<file path="src/rtl/debounce_bank_pkg.sv">
// Shared constants for the debouncer bank.
// Board tops use these defaults when sizing their debounce instances.
package debounce_bank_pkg;

    localparam int DEBOUNCE_NBITS_DEFAULT = 16;
    localparam int DEBOUNCE_NCH_DEFAULT   = 4;

endpackage

</file>
<file path="src/rtl/debounce_bank_channel.sv">
// One debounce channel: two-flop synchroniser, stability counter,
// debounced level and one-cycle rise/fall pulses.
module debounce_channel #(
    parameter int NBITS      = 16,
    parameter bit ACTIVE_LOW = 1'b1
) (
    input  logic clk,
    input  logic rst,
    input  logic tick,
    input  logic in_raw,
    output logic level,
    output logic rise_p,
    output logic fall_p,
    output logic toggle_d
);

    logic             sync0_q;
    logic             sync1_q;
    logic [NBITS-1:0] cnt_q;
    logic [NBITS-1:0] cnt_d;
    logic             level_q;
    logic             level_d;
    logic             rise_q;
    logic             fall_q;
    logic             mismatch;

    // Any agreement between the synchronised pin and the level restarts the window,
    // whether or not tick is high.
    always_comb begin
        mismatch = (sync1_q != level_q);
        cnt_d    = cnt_q;
        level_d  = level_q;
        if (!mismatch) begin
            cnt_d = '0;
        end else if (tick) begin
            cnt_d = cnt_q + 1'b1;
            if (cnt_q == '1) begin
                level_d = ~level_q;
            end
        end
    end

    always_ff @(posedge clk or posedge rst) begin
        if (rst) begin
            sync0_q <= 1'b0;
            sync1_q <= 1'b0;
            cnt_q   <= '0;
            level_q <= 1'b0;
            rise_q  <= 1'b0;
            fall_q  <= 1'b0;
        end else begin
            sync0_q <= in_raw ^ ACTIVE_LOW;
            sync1_q <= sync0_q;
            cnt_q   <= cnt_d;
            level_q <= level_d;
            rise_q  <= level_d & ~level_q;
            fall_q  <= ~level_d & level_q;
        end
    end

    assign level    = level_q;
    assign rise_p   = rise_q;
    assign fall_p   = fall_q;
    assign toggle_d = level_d ^ level_q;

endmodule

</file>
<file path="src/rtl/debounce_bank.sv">
// Multi-channel debouncer: NCH independent channels plus a registered
// "changed" flag that lines up with the rise/fall pulses.
module debounce_bank
    import debounce_bank_pkg::*;
#(
    parameter int NCH        = DEBOUNCE_NCH_DEFAULT,
    parameter int NBITS      = DEBOUNCE_NBITS_DEFAULT,
    parameter bit ACTIVE_LOW = 1'b1
) (
    input  logic           clk,
    input  logic           rst,
    input  logic           tick,
    input  logic [NCH-1:0] in_state,
    output logic [NCH-1:0] out_state,
    output logic [NCH-1:0] rise,
    output logic [NCH-1:0] fall,
    output logic           changed
);

    logic [NCH-1:0] toggle_next;
    logic           changed_q;

    for (genvar i = 0; i < NCH; i++) begin : g_ch
        debounce_channel #(
            .NBITS      (NBITS),
            .ACTIVE_LOW (ACTIVE_LOW)
        ) u_ch (
            .clk      (clk),
            .rst      (rst),
            .tick     (tick),
            .in_raw   (in_state[i]),
            .level    (out_state[i]),
            .rise_p   (rise[i]),
            .fall_p   (fall[i]),
            .toggle_d (toggle_next[i])
        );
    end

    // Registered from the channels' next-state toggles so it rises with rise/fall.
    always_ff @(posedge clk or posedge rst) begin
        if (rst) begin
            changed_q <= 1'b0;
        end else begin
            changed_q <= |toggle_next;
        end
    end

    assign changed = changed_q;

endmodule

</file>
<file path="config.mk">
export PLATFORM = sky130hd
export DESIGN_NAME = debounce_bank
export DESIGN_NICKNAME = d
export VERILOG_FILES = /design/src/rtl/debounce_bank_pkg.sv /design/src/rtl/debounce_bank_channel.sv /design/src/rtl/debounce_bank.sv
export SDC_FILE = /design/constraint.sdc
export NUM_CORES = 1
export LEC_CHECK = 0
export ABC_AREA = 1
export CORE_MARGIN = 3
export CORE_UTILIZATION = 65
export CTS_CLUSTER_SIZE = 10
export DETAILED_ROUTE_END_ITERATION = 8
export PLACE_DENSITY = 0.94
export SYNTH_ARGS = -nofsm -noshare
export SYNTH_HDL_FRONTEND = slang
export SYNTH_SLANG_ARGS = --single-unit
</file>
<file path="constraint.sdc">
create_clock -name clk -period 7.2 [get_ports clk]
set_input_delay 0.72 -clock clk [delete_from_list [all_inputs] [get_ports clk]]
set_output_delay 0.72 -clock clk [all_outputs]
set_load 0.02 [all_outputs]
</file>
* Word level (Yosys, flattened, before mapping) *
Cells that the tools add are included.

storage, ports and cells
  flip-flop bits (word level) = 85
  latch bits = 0
  memory bits (writable) = 0
  memory bits (read-only) = 0
  input bits = 7
  memories = 0

operators by class
  add/subtract/negate cells = 4
  multipliers = 0
  div/mod/pow operators = 0
  order comparisons = 0
  equality and inequality tests = 12
  shift-type cells = 0
  multiplexer cells = 20
  bitwise gates (word level) = 24
  reduce and logical (&&, ||, !) cells = 1

operator list
  cell                                            number
  two-way mux 16 bit                              8
  adder 16 x 1 -> 16 bit (second input constant)  4
  == test 16 bit (second input constant)          4
  two-way mux 1 bit                               12
  NOT 1 bit                                       12
  bitwise AND 1 bit                               8
  inequality test 2 bit (second input constant)   4
  inequality test 1 bit                           4
  OR reduction 4 bit                              1
  XOR 1 bit                                       4

* Logic depth before layout (Yosys ltp) *
Gate-level depths: netlist of the first run.

  word-level depth = 6
  depth in mapped cells = 10
  depth with buffers taken out = 10

* Modules after synthesis *
From an unflattened synthesis of the first run, not the netlist that was laid out.

unflattened totals
  cells, all modules = 575
  area total of the unflattened synthesis = 4491.8 sq um

by module, submodules not included
  module                               times used  cells each  area each (sq um)  sequential area each (sq um)
  debounce_channel (g_ch[0].u_ch ...)  2           142         1118.6             525.5
  debounce_channel (g_ch[2].u_ch)      1           146         1111.1             525.5
  debounce_channel (g_ch[1].u_ch)      1           140         1103.6             525.5
  debounce_bank                        1           5           40.0               25.0

* Least setup slack after synthesis of the first run *
OpenSTA, ideal clock, no wires.

  kind = in2reg
  from = in tick
  to = reg changed_q (netlist: changed)
  data arrival time = 1660 ps
  required time = 7070 ps
  path slack = 5411 ps
  cell stages on the path = 8
  buffers on the path = 1
  cell sequence = buf_6 > nand2_2 > nor3_2 > nand3_1 > o21ai_2 > inv_2 > ha_1 > nand4_1

on the way
  longest elaborated chain between the ends = 4
  elaborated cells between the ends (all ways) = 13
  those cells by class = mux (8); bitwise (4); reduce/logical (1)

ends and longest elaborated chain
  item                      RTL line                     RTL
  from (decl)               debounce_bank.sv:12          input logic tick,
  two-way mux 1 bit         debounce_bank_channel.sv:35  end else if (tick) begin
  two-way mux 1 bit         debounce_bank_channel.sv:33  if (!mismatch) begin
  net g_ch[3].u_ch.level_d  debounce_bank_channel.sv:22  logic level_d;
  XOR 1 bit                 debounce_bank_channel.sv:64  assign toggle_d = level_d ^ level_q;
  OR reduction 4 bit        debounce_bank.sv:44          changed_q <= |toggle_next;
  to (signal assigned)      debounce_bank.sv:44
  to (decl)                 debounce_bank.sv:21          logic changed_q;

The timed path passes the listed nets, and every way through them passes these cells.
A chain may end at the register's enable or synchronous reset.

* Final worst setup path of the first run *
Same ends and word-level chain as after synthesis.

==> metrics.md, run 1 <==
| Metric | Value |
|---|---|
| Status | finished clean |
| Top cell type's share of synthesized area | 47.0% |
| Clock Skews | 0.00890 ns |
| PwrDens | 183 nW/µm² |
| Synth warn | 0 |
| Row count | 29 |
| Cts hold-fix bufs | 0 |
| Commonest cells in the netlist | 143 x nand2_1, 108 x nor2_1, 85 x dfrtp_1 |
| Starting Density | 69.2% |
| Worst setup EP type | register |
| Total of max-cap violations | 0 |
| Largest net degree at the start of global routing | 86 |
| Initial drt markers | 237 |
| Routed WL per cell | 13.9 µm |
| Ant diodes | 0 |
| Slowest cell delay on critical path | 0.45 ns |
| All-Layer GR Usage | 26.5% |
| Post-cts resize count | 0 |
| Layout Nets | 629 |
| HPWL after DPL | 6.43 mm |
| Die height | 89.4 µm |
| Area delta synth->final | 8.11% |
| Root Driver | clkbuf_8 |
| Buffer and inverter count on the worst path | 3 |
| Placed inst area | 4670 µm² |
| Lkg Pwr | 2.29 nW |
| Die X | 89.4 µm |
| Yosys top cell by area | dfrtp_1 |
| FMAX | 425 MHz |
| CTS sink cnt | 85 |
| Post-route ant nets | 0 |
| Fin crit share | 32.7% |
| Final hold violation count | 0 |
| Critical Path AT | 2.61 ns |
| Max-slew violations | 0 |
| Fin cells | 692 |
| Number of synthesized flops with an enable pin | 0 |
| Library cells used by synthesis | 30 |
| Minimum clock period | 2.35 ns |
| Router iterations before antenna repair | 6 |
| Cells after DPL | 676 |
| Post-Syn Area per Cell | 7.54 µm² |
| # Post-CTS Setup Buffers | 0 |
| Most frequent cell after synthesis | nand2_1 |
| Avg Vias per Cell | 5.74 |
| Main flop type after synthesis | dfrtp_1 |
| H-tree levels | 3 |
| Clk_lat worst skew | 0.38 ns |
| GP Congestion | 0.867 |
| Final setup vio count | 0 |
| GRT overflow | 0 |
| Number of port buffers | 19 |
| Routed WL | 9.64 mm |
| Post-Syn Instances | 600 |
| Crit path max-delay cell type | clkdlybuf4s50_1 |
| Hold Path Class | reg -> reg |
| Critical path, cell by cell | clkdlybuf4s50_1 > buf_4 > nand2_2 > nor3_2 > nand3_1 > o21ai_2 > inv_2 > ha_1 > nand4_1 |
| Initial antenna violation count | 0 |
| # IOs | 20 |
| Drt drc | 0 |
| Post-route cell area | 4890 µm² |
| Syn Nets | 619 |
| CTS Buf Count | 9 |
| CP Class | in -> reg |
| CTS tree | built |
| Worst-path maximum fanout | 41 |
| Vias in the first global route | 3,800 |
| Peak supply drop | 0.102 mV |
| Share of cells above drive strength 1 | 5.37% |
| Area of the mapped netlist | 4520 µm² |
| Setup TNS | 0 ns |
| Crit path max-delay family | buffers and inverters |
| Flops & latches, synth | 85 |
| Worst rel slew slack | 29.3% |
| CP Data Required Time | 7.45 ns |
| First-pass GRT wire length | 16.3 mm |
| Least-Margin Pin Slew | 1.06 ns |
| Total number of vias | 3,969 |
| Die footprint | 7990 µm² |
| Clk buf depth | 2 |
| RSZ-0062 raised after global routing | false |
| Synth top area cells | dfrtp_1 47%, nand2_1 12%, nor2_1 9.0%, inv_1 6.8%, nand3_1 3.9% |
| Share of synthesized registers carrying an async set or reset | 100% |
| Crit path launch type | input pin |
| Clock transition at path regs | 0.08 ns |
| Core area | 6530 µm² |
| Seq/Total Area, Yosys | 47.0% |
[worst paths after layout]
check | startpoint | endpoint | slack, ns | cells past startpoint
min reg2reg | g_ch[1].u_ch.sync0_q | g_ch[1].u_ch.sync1_q | 0.34 | 0
max in group asynchronous | rst | g_ch[1].u_ch.cnt_q[3] | 5.50 | 3
min | g_ch[1].u_ch.sync0_q | g_ch[1].u_ch.sync1_q | 0.34 | 0
min in group asynchronous | rst | g_ch[0].u_ch.level | 0.97 | 3
max reg2reg | g_ch[2].u_ch.cnt_q[0] | changed | 5.30 | 8
max | tick | changed | 4.85 | 9
[stage by stage]
stage	total power, mW	worst slack, ns	util [%]	hold WS (ns)
2_1_floorplan	0.526	4.29	-	0.331
3_3_place_gp	0.536	4.58	71.5	0.333
3_5_place_dp	0.537	4.44	71.5	0.337
4_1_cts	0.899	4.85	74.8	0.347
5_1_grt	0.927	4.69	74.8	0.360
6_report	0.896	4.85	74.8	0.343
[power by group]
part / internal (mW) / switching, mW / leakage (nW)
clock: 0.190 / 0.177 / 0.105
combinational: 0.0109 / 0.0292 / 1.03
sequential: 0.483 / 0.00564 / 1.15
total: 0.684 / 0.212 / 2.29
[sequential cells by signal (all words and copies together) (netlist names)]
signal / flops
g_ch.u_ch.level: 4
changed: 1
g_ch.u_ch.rise_p: 4
g_ch.u_ch.sync1_q: 4
g_ch.u_ch.sync0_q: 4
g_ch.u_ch.fall_p: 4
g_ch.u_ch.cnt_q: 64
[routing by layer]
layer / vias to the layer above / global-route usage (%) / wire, µm
li1: 1891 / - / -
met1: 1858 / 32.9 / 3960
met2: 188 / 43.5 / 4710
met3: 32 / 5.90 / 669
met4: 0 / 13.3 / 297
met5: - / 0 / 0
[cells by family after synthesis]
kind of cell | synth area share [%]
AO/OA/AOI/OAI | 7.30
XOR/XNOR | 0.775
flip-flops | 47.0
AND/OR/NAND/NOR | 31.1
adder cells (fa/ha/maj) | 3.32
buffers and inverters | 10.5
[area by class of cell]
type,count,area (µm²)
fill,430,1640
tap,77,96.3
clock buffer,12,165
inverter,85,320
multi-input combinational,408,1920
timing repair buffer,21,205
sequential,85,2130
clock inverter,4,53.8
[placed cells by master (no fill, tap or decap), drive strengths merged]
| master | synthesis | layout |
|---|---|---|
| a21oi | 26 | 26 |
| inv | 85 | 85 |
| and3 | 1 | 1 |
| dfrtp | 85 | 85 |
| clkinvlp | 0 | 2 |
| nor3b | 1 | 1 |
| bufinv | 0 | 1 |
| nand3 | 36 | 36 |
| ha | 12 | 12 |
| nor3 | 22 | 22 |
| buf | 21 | 2 |
| nand2 | 144 | 144 |
| xnor2 | 4 | 4 |
| clkinv | 0 | 1 |
| a21boi | 2 | 2 |
| a31oi | 3 | 3 |
| clkbuf | 1 | 12 |
| clkdlybuf4s50 | 0 | 19 |
| nand3b | 3 | 3 |
| o21bai | 1 | 1 |
| nand4 | 11 | 11 |
| nor2 | 113 | 113 |
| o21ai | 25 | 25 |
| o21a | 4 | 4 |
No activity file was read; power rests on OpenSTA's default activity.
==> inputs of run 2 (changes only) <==
Settings changed: CORE_UTILIZATION 65 to 61, PLACE_DENSITY 0.94 to 0.89.
Clock period 7.2 ns to 2.25 ns, I/O delays scaled along.
==> run 2 against run 1 <==
Sequential power grew to 3.2 times the previous value; critical path type is now reg -> reg; highest routed layer unchanged; non-clock buffer count is 4 higher; combinational power grew to 3.4 times the previous value; total power grew to 3.0 times the previous value; first-iteration DRC count is 19% lower; flip-flop and latch count stayed put.
==> metrics.md, run 2 (same netlist as run 1, synthesis figures left out) <==
| Metric | Value |
|---|---|
| CTS Buf Count | 9 (unchanged) |
| Post-cts resize count | 0 (unchanged) |
| Critical Path AT | 2.10 ns (was 2.61 ns) |
| Ant diodes | 0 (unchanged) |
| # Post-CTS Setup Buffers | 0 (unchanged) |
| Cts hold-fix bufs | 0 (unchanged) |
| Lkg Pwr | 2.29 nW (about the same) |
| Post-route ant nets | 0 (unchanged) |
| CTS tree | built (unchanged) |
| Initial drt markers | 193 (was 237) |
| Router iterations before antenna repair | 5 (was 6) |
| Status | finished clean (unchanged) |
| CP Data Required Time | 2.47 ns (was 7.45 ns) |
| Worst-path maximum fanout | 5 (was 41) |
| All-Layer GR Usage | 23.6% (was 26.5%) |
| Most common cell after layout, fill and taps aside | nand2_1 (unchanged) |
| Die X | 92.1 µm (was 89.4 µm) |
| CTS sink cnt | 85 (unchanged) |
| Share of cells above drive strength 1 | 5.50% (was 5.37%) |
| GRT overflow | 0 (unchanged) |
| Drt drc | 0 (unchanged) |
| H-tree levels | 3 (unchanged) |
| Clock transition at path regs | 0.08 ns (about the same) |
| # IOs | 20 (unchanged) |
| Final setup vio count | 0 (unchanged) |
| Most flops, register | g_ch.u_ch.cnt_q (unchanged) |
| RSZ-0062 raised after global routing | false (unchanged) |
| Starting Density | 64.8% (was 69.2%) |
| CP Class | reg -> reg (was in -> reg) |
| Crit path launch type | register (was input pin) |
| FMAX | 533 MHz |
| Die footprint | 8480 µm² (was 7990 µm²) |
| Routed WL | 9.09 mm (was 9.64 mm) |
| Initial antenna violation count | 0 (unchanged) |
| First-pass GRT wire length | 16.3 mm (about the same) |
| Core area | 6980 µm² (was 6530 µm²) |
| Clock Skews | 0.00779 ns (was 0.00890 ns) |
| Root Driver | clkbuf_8 (unchanged) |
| HPWL after DPL | 6.51 mm (was 6.43 mm) |
| Clk_lat worst skew | 0.35 ns (was 0.38 ns) |
| Clk buf depth | 2 (unchanged) |
| Hold_ws | 0.342 ns (was 0.343 ns) |
| Total number of vias | 3,896 (was 3,969) |
| Total of max-cap violations | 0 (unchanged) |
| Final hold violation count | 0 (unchanged) |
| Least-Margin Pin Slew | 0.424 ns (was 1.06 ns) |
| Hold Path Class | in -> async (was reg -> reg) |
| Max-slew violations | 0 (unchanged) |
| Layout Nets | 633 (was 629) |
| # fillers | 567 (was 430) |
| Setup TNS | 0 ns (unchanged) |
| Worst rel slew slack | 71.5% (was 29.3%) |
| Peak supply drop | 0.502 mV (was 0.102 mV) |
| Routed WL per cell | 12.7 µm (was 13.9 µm) |
| Die height | 92.1 µm (was 89.4 µm) |
| Avg Vias per Cell | 5.46 (was 5.74) |
| Area delta synth->final | 8.74% (was 8.11%) |
| PwrDens | 538 nW/µm² (was 183 nW/µm²) |
| Vias in the first global route | 3,885 (was 3,800) |
| Largest net degree at the start of global routing | 86 (unchanged) |
| Row count | 30 (was 29) |
| Most frequent cells in the layout | 143 x nand2_1, 108 x nor2_1, 85 x dfrtp_1 (unchanged) |
| Minimum clock period | 1.87 ns |
| Worst setup EP type | register (unchanged) |
| Fin crit share | 83.3% |
| GP Congestion | 0.896 (was 0.867) |
| Max reg flops | 64 (unchanged) |
| Number of port buffers | 19 (unchanged) |
==> run 2: changes by cell type in the layout (fill, tap and decap cells not counted), sizes merged <==
cell | before | now
bufinv | 1 | 0
buf | 2 | 6
==> run 2: cell type report <==
type                    count  area, µm²  share of cell area [%]
inverters                  85        323                    6.56
repair buffers             25        260                    5.29
well taps                  96        120                    2.44
clock inverters             3       21.3                   0.433
flip-flops and latches     85       2130                    43.3
clock buffers              12        145                    2.95
multi-input cells         408       1920                    39.1
==> run 2: worst max-delay path, stage by stage (launching register included) <==
cell and delay [ns]:
dfrtp_1 0.38, ha_1 0.20, nand3_1 0.10, nor2_2 0.21, nand2_1 0.12, nor2_1 0.20
o21ai_0 0.14, ha_1 0.30, nand4_1 0.10
==> run 2: stage by stage <==
| stage | cell area (µm²) | instances | util [%] | worst slack [ns] | power [mW] |
|---|---|---|---|---|---|
| after floorplan | 4530 | 600 | - | 0.645 | 1.68 |
| after CTS | 4920 | 714 | 70.4 | 0.387 | 2.67 |
| after global placement | 4750 | 699 | 68.0 | 0.288 | 1.73 |
| after global routing | 4920 | 714 | 70.4 | 0.232 | 2.75 |
| final | 4920 | 714 | 70.4 | 0.376 | 2.64 |
| after detailed placement | 4750 | 699 | 68.0 | 0.221 | 1.73 |
==> run 2: per-layer routing <==
layer | vias to the layer above | track usage (%) | share of wire [%] | wire [µm]
met1 | 1841 | 29.0 | 43 | 3940
met5 | - | 0 | 0 | 0
met4 | 0 | 10.5 | 2.2 | 201
met3 | 27 | 4.92 | 5.2 | 471
met2 | 131 | 40.0 | 49 | 4480
li1 | 1897 | - | - | -
==> run 2: worst paths after layout <==
check / startpoint / cells past startpoint / slack [ns] / endpoint
max: g_ch[2].u_ch.cnt_q[0] / 8 / 0.38 / changed
min: rst / 3 / 0.34 / g_ch[3].u_ch.cnt_q[12]
max reg2reg: g_ch[2].u_ch.cnt_q[0] / 8 / 0.38 / changed
min reg2reg: g_ch[3].u_ch.sync0_q / 0 / 0.36 / g_ch[3].u_ch.sync1_q
max in group asynchronous: rst / 3 / 1.57 / g_ch[0].u_ch.cnt_q[6]
min in group clk: g_ch[3].u_ch.sync0_q / 0 / 0.36 / g_ch[3].u_ch.sync1_q
==> run 2: where the power goes <==
group	switching, mW	internal, mW
Sequential	0.0173	1.55
Combinational	0.0922	0.0444
Clock	0.516	0.428
Total	0.625	2.02
==> inputs of run 3 (changes only) <==
Settings changed: CORE_UTILIZATION 61 to 55, PLACE_DENSITY 0.89 to 0.85.
Clock period 2.25 ns to 1.66 ns, I/O delays scaled along.
==> run 3 against run 2 <==
Sequential power increased by 36%; highest routed layer unchanged; combinational power increased by 54%; cell area increased by 6.9%; critical endpoint unchanged; the flow now finishes with violations (negative setup slack).
==> metrics.md, run 3 (same netlist as run 1, synthesis figures left out) <==
| Metric | Value |
|---|---|
| Area delta synth->final | 16.3% (was 8.74%) |
| Slowest cell delay on critical path | 0.40 ns (was 0.38 ns) |
| Final hold violation count | 0 (unchanged) |
| Critical Path AT | 1.93 ns (was 2.10 ns) |
| Max-slew violations | 0 (unchanged) |
| # fillers | 619 (was 567) |
| Hold Path Class | in -> async (unchanged) |
| First-pass GRT wire length | 16.5 mm (was 16.3 mm) |
| Most flops, register | g_ch.u_ch.cnt_q (unchanged) |
| CP Data Required Time | 1.91 ns (was 2.47 ns) |
| Total of max-cap violations | 0 (unchanged) |
| Least-Margin Pin Slew | 0.470 ns (was 0.424 ns) |
| CP Class | reg -> reg (unchanged) |
| Die X | 96.7 µm (was 92.1 µm) |
| Buffer and inverter count on the worst path | 1 (was 0) |
| Reg-to-Reg Start | g_ch[3].u_ch.cnt_q[1] (was g_ch[2].u_ch.cnt_q[0]) |
| Share of cells above drive strength 1 | 12.9% (was 5.50%) |
| CTS Buf Count | 9 (unchanged) |
| Failing checks | negative setup slack |
| Clk_lat worst skew | 0.37 ns (was 0.35 ns) |
| Die footprint | 9350 µm² (was 8480 µm²) |
| Number of port buffers | 19 (unchanged) |
| Worst slack, placed | -0.227 ns (was 0.221 ns) |
| Clk buf depth | 2 (unchanged) |
| Crit path max-delay cell type | dfrtp_1 (unchanged) |
| Crit path max-delay family | adder cells (was simple AND/OR/NAND/NOR gates) |
| PnR worst setup slack | -0.0182 ns (was 0.376 ns) |
| Total number of vias | 3,991 (was 3,896) |
| CTS tree | built (unchanged) |
| # IOs | 20 (unchanged) |
| Routed WL | 9.96 mm (was 9.09 mm) |
| Post-route cell area | 5260 µm² (was 4920 µm²) |
| R2R cell count | 8 (unchanged) |
| Avg Vias per Cell | 5.31 (was 5.46) |
| Routed WL per cell | 13.2 µm (was 12.7 µm) |
| RSZ-0062 raised after global routing | true (was false) |
| Initial antenna violation count | 0 (unchanged) |
| Worst setup EP type | register (unchanged) |
| Max reg flops | 64 (unchanged) |
| GRT overflow | 0 (unchanged) |
| Vias in the first global route | 3,719 (was 3,885) |
| Lkg Pwr | 2.47 nW (was 2.29 nW) |
| Final setup vio count | 1 (was 0) |
| Clock transition at path regs | 0.09 ns (was 0.08 ns) |
| Fin crit share | 101% (was 83.3%) |
| Most common cell after layout, fill and taps aside | nand2_1 (unchanged) |
| Post-route ant nets | 0 (unchanged) |
| All-Layer GR Usage | 21.5% (was 23.6%) |
| Largest net degree at the start of global routing | 86 (unchanged) |
| Die height | 96.7 µm (was 92.1 µm) |
| Ant diodes | 0 (unchanged) |
| Setup TNS | -0.0182 ns (was 0 ns) |
| Root Driver | clkbuf_8 (unchanged) |
| Crit path launch type | register (unchanged) |
| GP Congestion | 0.873 (was 0.896) |
| FMAX | 596 MHz (was 533 MHz) |
| Most frequent cells in the layout | 140 x nand2_1, 103 x nor2_1, 85 x dfrtp_1 (was 143 x nand2_1, 108 x nor2_1, 85 x dfrtp_1) |
| R2R Setup Slk | -0.02 ns (was 0.38 ns) |
| Drt drc | 0 (unchanged) |
| Starting Density | 57.6% (was 64.8%) |
| Initial drt markers | 216 (was 193) |
| Util after Layout | 67.0% (was 70.4%) |
| Core area | 7850 µm² (was 6980 µm²) |
| H-tree levels | 3 (unchanged) |
| Worst rel slew slack | 68.6% (was 71.5%) |
| Worst-path maximum fanout | 4 (was 5) |
| Row count | 32 (was 30) |
| HPWL after DPL | 6.99 mm (was 6.51 mm) |
| Router iterations before antenna repair | 5 (unchanged) |
| Minimum clock period | 1.68 ns (was 1.87 ns) |
| Clock Skews | 0.0200 ns (was 0.00779 ns) |
| Status | finished with violations (was finished clean) |
| CTS sink cnt | 85 (unchanged) |
| Critical path, cell by cell | ha_2 > nand3_2 > nor2_1 > nand3_1 > o21ai_2 > inv_2 > ha_4 > nand4_1 (was ha_1 > nand3_1 > nor2_2 > nand2_1 > nor2_1 > o21ai_0 > ha_1 > nand4_1) |
| Hold_ws | 0.218 ns (was 0.342 ns) |
| Peak supply drop | 0.457 mV (was 0.502 mV) |
| PwrDens | 745 nW/µm² (was 538 nW/µm²) |
| Placed inst area | 4910 µm² (was 4750 µm²) |
| R2R Path End | changed (unchanged) |
| Layout Nets | 664 (was 633) |
## run 3: changes by cell type in the layout (fill, tap and decap cells not counted), moves of 3 or more
cell	before	now
ha_1	12	7
buf_4	4	36
clkdlybuf4s50_1	19	15
nor2_2	3	6
ha_2	0	4
nand2_1	143	140
nor2_1	108	103
nand2_2	1	4
## run 3: report_power, final
| group | leakage (nW) | internal (mW) | switching [mW] | total, mW |
|---|---|---|---|---|
| clock network | 0.107 | 0.842 | 0.745 | 1.59 |
| registers | 1.15 | 2.10 | 0.0246 | 2.12 |
| logic | 1.21 | 0.0775 | 0.134 | 0.211 |
| total | 2.47 | 3.01 | 0.903 | 3.92 |
## run 3: layer usage
| layer | track usage (%) | wire length, µm | part of all wire, % |
|---|---|---|---|
| met5 | 0 | 0 | 0 |
| met1 | 27.5 | 4250 | 43 |
| met4 | 8.75 | 257 | 2.6 |
| met3 | 4.11 | 434 | 4.4 |
| met2 | 36.0 | 5010 | 50 |
## run 3: worst min-delay path: cells and delay by family
family | cells | cell delay [ns]
buffers and inverters | 3 | 0.87
## run 3: final cells by class
type	count	area, µm²	area share [%]
Multi-Input combinational cell	408	1990	37.9
Inverter	85	323	6.14
Clock inverter	5	75.1	1.43
Sequential cell	85	2130	40.5
Tap cell	102	128	2.43
Timing Repair Buffer	56	483	9.19
Clock buffer	11	131	2.50
## run 3: worst max path at each step
stage,from,endpoint,slack (ns),cells past startpoint
after floorplan,g_ch[2].u_ch.cnt_q[0],changed,0.06,8
after global placement,tick,changed,-0.13,7
after detailed placement,tick,changed,-0.23,8
after CTS,g_ch[3].u_ch.cnt_q[1],changed,0.006,8
after global routing,g_ch[3].u_ch.cnt_q[1],changed,-0.08,8
final,g_ch[3].u_ch.cnt_q[1],changed,-0.02,8
## run 3: through the flow
step / std cells / total power [mW]
4_1_cts: 743 / 3.92
3_5_place_dp: 727 / 2.36
5_1_grt: 752 / 4.08
3_3_place_gp: 727 / 2.35
6_report: 752 / 3.92
2_1_floorplan: 600 / 2.28
## run 3: repair_timing
item / 4_1_cts / 5_1_grt
setup buffers: 0 / 9
setup endpoints to repair: 4 / 6
gates resized for setup: 5 / 20
pin swaps: 0 / 11
hold buffers: 0 / 0
